===== src/rtl/anomaly_episode_logger.sv =====
// anomaly_episode_logger: snoops detector result writes and merges runs of anomalous samples
// into episode records queued in a FWFT FIFO. Define ANOMALY_LOG_TSTAMP_EN to add evt_time stamps.
module anomaly_episode_logger #(
    parameter int N     = 32,
    parameter int DEPTH = 16,
    parameter int LW    = 16
) (
    input  logic                   clk,
    input  logic                   reset,
    input  logic                   wren,
    input  logic [N-1:0]           address_w,
    input  logic [N-1:0]           prediction_i,
    input  logic                   flush,
    input  logic                   clear,
    output logic                   evt_valid,
    input  logic                   evt_ready,
    output logic [N-1:0]           evt_addr,
    output logic [LW-1:0]          evt_len,
    output logic [N-1:0]           evt_pred,
`ifdef ANOMALY_LOG_TSTAMP_EN
    output logic [N-1:0]           evt_time,
`endif
    output logic [15:0]            evt_count,
    output logic [15:0]            drop_count,
    output logic [$clog2(DEPTH):0] level,
    output logic                   full,
    output logic                   empty
);
    localparam int AW = $clog2(DEPTH);
    localparam logic [AW:0] FULL_LEVEL = (AW+1)'(DEPTH);

    typedef enum logic {IDLE, OPEN} state_t;
    state_t state, next_state;

    logic [N-1:0]  start_addr, last_addr, first_pred;
    logic [LW-1:0] len;
    logic          label, contiguous, len_sat;
    logic          emit, open_new, extend;
    logic          push, pop;
    logic [AW-1:0] wr_ptr, rd_ptr;
    logic [AW:0]   count;

    logic [N-1:0]  mem_addr [DEPTH];
    logic [LW-1:0] mem_len  [DEPTH];
    logic [N-1:0]  mem_pred [DEPTH];

    assign label      = prediction_i[0];
    assign contiguous = (address_w == last_addr + 1'b1);
    assign len_sat    = &len;

    always_ff @(posedge clk or negedge reset) begin
        if (!reset) state <= IDLE;
        else        state <= next_state;
    end

    always_comb begin
        next_state = state;
        if (clear)
            next_state = IDLE;
        else if (state == IDLE) begin
            if (wren && label) next_state = OPEN;
        end else if ((wren && !label) || (!wren && flush))
            next_state = IDLE;
    end

    // A discontiguous or length-saturated anomaly closes the episode and reopens in one cycle.
    always_comb begin
        emit     = 1'b0;
        open_new = 1'b0;
        extend   = 1'b0;
        if (!clear) begin
            if (state == IDLE)
                open_new = wren && label;
            else if (wren) begin
                if (!label)
                    emit = 1'b1;
                else if (contiguous && !len_sat)
                    extend = 1'b1;
                else begin
                    emit     = 1'b1;
                    open_new = 1'b1;
                end
            end else
                emit = flush;
        end
    end

    always_ff @(posedge clk or negedge reset) begin
        if (!reset) begin
            start_addr <= '0;
            last_addr  <= '0;
            first_pred <= '0;
            len        <= '0;
        end else if (open_new) begin
            start_addr <= address_w;
            last_addr  <= address_w;
            first_pred <= {prediction_i[N-1:1], 1'b0};
            len        <= {{(LW-1){1'b0}}, 1'b1};
        end else if (extend) begin
            last_addr <= address_w;
            len       <= len + 1'b1;
        end
    end

    assign empty     = (count == '0);
    assign full      = (count == FULL_LEVEL);
    assign level     = count;
    assign evt_valid = !empty;
    assign pop       = evt_valid && evt_ready;
    assign push      = emit && (!full || pop);

    always_ff @(posedge clk) begin
        if (push) begin
            mem_addr[wr_ptr] <= start_addr;
            mem_len[wr_ptr]  <= len;
            mem_pred[wr_ptr] <= first_pred;
        end
    end

    // Head fields read as zero while empty so stale storage never leaks to the host.
    assign evt_addr = empty ? '0 : mem_addr[rd_ptr];
    assign evt_len  = empty ? '0 : mem_len[rd_ptr];
    assign evt_pred = empty ? '0 : mem_pred[rd_ptr];

    always_ff @(posedge clk or negedge reset) begin
        if (!reset) begin
            wr_ptr     <= '0;
            rd_ptr     <= '0;
            count      <= '0;
            evt_count  <= '0;
            drop_count <= '0;
        end else if (clear) begin
            wr_ptr     <= '0;
            rd_ptr     <= '0;
            count      <= '0;
            evt_count  <= '0;
            drop_count <= '0;
        end else begin
            if (push) wr_ptr <= wr_ptr + 1'b1;
            if (pop)  rd_ptr <= rd_ptr + 1'b1;
            case ({push, pop})
                2'b10:   count <= count + 1'b1;
                2'b01:   count <= count - 1'b1;
                default: ;
            endcase
            if (push && evt_count != 16'hFFFF)
                evt_count <= evt_count + 16'd1;
            if (emit && !push && drop_count != 16'hFFFF)
                drop_count <= drop_count + 16'd1;
        end
    end

`ifdef ANOMALY_LOG_TSTAMP_EN
    logic [N-1:0] cycle_cnt, open_time;
    logic [N-1:0] mem_time [DEPTH];

    always_ff @(posedge clk or negedge reset) begin
        if (!reset)     cycle_cnt <= '0;
        else if (clear) cycle_cnt <= '0;
        else            cycle_cnt <= cycle_cnt + 1'b1;
    end

    always_ff @(posedge clk or negedge reset) begin
        if (!reset)        open_time <= '0;
        else if (open_new) open_time <= cycle_cnt;
    end

    always_ff @(posedge clk) begin
        if (push) mem_time[wr_ptr] <= open_time;
    end

    assign evt_time = empty ? '0 : mem_time[rd_ptr];
`endif

endmodule


===== config.mk =====
export PLATFORM = sky130hd
export DESIGN_NAME = anomaly_episode_logger
export DESIGN_NICKNAME = d
export VERILOG_FILES = /design/src/rtl/anomaly_episode_logger.sv
export SDC_FILE = /design/constraint.sdc
export NUM_CORES = 1
export LEC_CHECK = 0
export CAP_MARGIN = 5
export CORE_MARGIN = 3
export CORE_UTILIZATION = 45
export DETAILED_ROUTE_END_ITERATION = 8
export PLACE_DENSITY = 0.72
export SETUP_SLACK_MARGIN = 0.1
export SLEW_MARGIN = 20
export SYNTH_ARGS = -nofsm -noshare
export SYNTH_HDL_FRONTEND = slang
export SYNTH_SLANG_ARGS = --single-unit

===== constraint.sdc =====
create_clock -name clk -period 10.3 [get_ports clk]
set_input_delay 2.06 -clock clk [delete_from_list [all_inputs] [get_ports clk]]
set_output_delay 2.06 -clock clk [all_outputs]
set_load 0.03 [all_outputs]

==> reports/summary.txt <==
Clock Tree Root: clkbuf_16
Post-CTS Resized: 0
Clock skew: 0.0489 ns
R2R Setup Slk: 4.07 ns
Net Sw Frac: 27.3%
Cells on Worst Hold Path: 2
Final design utilization: 52.7%
Sequential-to-total area share from yosys stat: 74.6%
Setup WS post-layout: 3.74 ns
CORE AREA: 123,000 µm²
Placement Setup Slack: 3.23 ns
Non-Filler Instances: 4,694
Sum Neg Setup Slack: 0 ns
Antenna violations before repair: 8
Max FO, Critical Path: 167
Max-cap violations: 0
#FFs+latches synth: 1,421
EDFF count, synth: 1,264
Largest net degree at the start of global routing: 168
Critical path arrival: 4.50 ns
NetSw: 4.06 mW
Total Power: 14.9 mW
Worst Setup End Kind: primary output
Max-slew headroom: 29.6%
Layout cells sized above 1: 24.4%
Initial DRC count: 2,957
# DRC: 0
Area Growth Syn to Fin: 15.3%
Req. time, crit path: 8.24 ns
Mapped Area: 56,100 µm²
Synth Net Count: 2,788
Via count: 27,300
Drt first pass iters: 5
Initial Utilization: 45.7%
DP Area: 60,000 µm²
Sequential share of power: 46.2%
H-tree depth: 4
Gate power share: 19.4%
Hold Vio Cnt, Final: 0
Cell taking the most area after synthesis: edfxtp_1
Placer Congestion: 0.818
All-Layer GR Usage: 19.3%
Leakage power: 20.7 nW
# hold bufs at CTS: 0
Setup Buffers After CTS: 0
Fin Hold WS: 0.526 ns
Ranking of synthesized cells by area: edfxtp_1 68%, mux4_2 16%, dfrtp_1 7.0%, mux2_2 1.3%, nand2_1 1.0%
Worst Hold End: last_addr[31]
Sink Count: 1,421
Yosys top cell area share: 67.6%
Dpl cells: 4,431
Post-synth ARST share: 11.0%
Worst r2r dst: mem_pred[1][12]
Crit start category: register
Reg-to-Reg Start: len[0]
Die height: 359 µm
Number of global-route vias before repair: 28,200
Setup violators final: 0
Max VDD drop: 0.000256 V
Routed vias/inst: 5.82
Synth Flop Type: edfxtp_1
Max Freq: 153 MHz
First-pass GRT wire length: 187,000 µm
Nets: 3,035
DRT antenna net count: 0
Total Wirelength: 123,000 µm
Clock buffer count from CTS: 144
Netlist cell types: 66
Clk slew on worst S/H paths: 0.06 ns
Status: finished, final reports clean
Overflow after GRT: 0
Kind of critical path: register to primary output
Total Die Area: 129,000 µm²
Design area: 64,700 µm²
Clock latency at the later pin of the worst-skew pair: 0.76 ns
Final slew viol count: 0
HPWL after detailed placement: 70,900 µm
Slew @ Worst Pin: 1.06 ns
PortBufs: 188
Synth warnings: 0
Final period util: 63.6%
I/O pin cnt: 190
Internal power: 10.8 mW
Post-Syn Instances: 2,705
PD cells: 230 nW/µm²
Min Tclk post-route: 6.56 ns
Clk network pwr share: 34.4%
Reg2reg path depth: 12
Max clock buf depth: 3
Hold WC Path Type: register to register
Routed WL per cell: 26.3 µm
Syn_area_per_cell: 20.8 µm²
CTS tree: yes
Hold Crit Start: last_addr[31]
Unrepaired setup endpoints after global routing: false
Die W: 359 µm
# rows: 128
sequential cells by signal (all words and copies together), names as in the netlist:
signal,cells
drop_count,16
evt_count,16
first_pred,31
last_addr,32
len,16
level,5
mem_addr,512
mem_len,256
mem_pred,496
rd_ptr,4
start_addr,32
state,1
wr_ptr,4
worst max-delay path by stage:
stage | start | endpoint | slack, ns
2_1_floorplan | address_w[20] | mem_addr[3][0] | -1.36
3_3_place_gp | address_w[25] | mem_pred[0][14] | 3.28
3_5_place_dp | address_w[25] | mem_pred[1][6] | 3.23
4_1_cts | rd_ptr[3] | evt_len[0] | 3.58
5_1_grt | rd_ptr[3] | evt_len[0] | 3.46
6_report | rd_ptr[1] | evt_len[0] | 3.74
cell usage after synthesis (all sizes together), types with 5 or more instances:
| cell | instances |
|---|---|
| a21oi | 24 |
| and2 | 87 |
| and3 | 17 |
| buf | 52 |
| clkbuf | 86 |
| dfrtp | 157 |
| edfxtp | 1264 |
| ha | 12 |
| inv | 17 |
| mux2 | 65 |
| mux2i | 5 |
| mux4 | 395 |
| nand2 | 157 |
| nand2b | 11 |
| nand3 | 34 |
| nand4 | 27 |
| nor2 | 60 |
| nor2b | 11 |
| nor3 | 23 |
| nor4 | 16 |
| o21ai | 41 |
| o31ai | 10 |
| o41ai | 5 |
| or3 | 16 |
| or4 | 6 |
| xnor2 | 36 |
| xor2 | 28 |
worst max-delay path: stages, from the launching register on:
cell	delay [ns]
dfrtp_4	0.95
buf_12	0.81
mux4_2	0.43
mux4_2	0.58
and2_1	0.21
clkdlybuf4s50_1	0.64
cells by family after synthesis:
logic type               share of synthesized area (%)
XOR/XNOR                                          1.04
buffers and inverters                             1.18
AND/OR/NAND/NOR                                   4.46
adder cells (fa/ha/maj)                          0.303
other                                          0.00668
flip-flops                                        74.6
multiplexers                                      17.3
AO/OA/AOI/OAI                                     1.14
layout make-up:
cell class / instances / area [µm²]
sequential: 1421 / 41900
timing repair buffer: 239 / 2320
inverter: 17 / 63.8
tap: 1625 / 2030
antenna: 2 / 5.00
fill: 9261 / 58100
clock inverter: 82 / 860
multi-input combinational: 1129 / 13700
clock buffer: 179 / 3810
power groups by stage:
stage	clock network (mW)	registers (mW)	logic [mW]
after global placement	0	6.98	2.92
after detailed placement	0	6.99	2.93
final	5.12	6.87	2.88
after CTS	5.22	6.87	2.95
after floorplan	0	6.83	1.91
after global routing	5.45	6.91	3.07
cells in the final DEF, fill, tap and decap left out, types with 46 or more instances in the layout:
cell and instances:
dfrtp_1 153, mux4_2 395, buf_4 46, and2_1 87, mux2_2 65, clkdlybuf4s50_1 186, nor2_1 50, clkbuf_16 146
nand2_1 156, edfxtp_1 1264
per-layer routing:
layer	global-route usage, %	share of wire, %	up-vias
li1	-	-	11500
met1	27.2	41	14600
met2	31.3	50	1008
met3	3.68	7.0	189
met4	5.01	2.0	2
met5	0	0.0057	-
No activity file was read; power rests on OpenSTA's default activity.
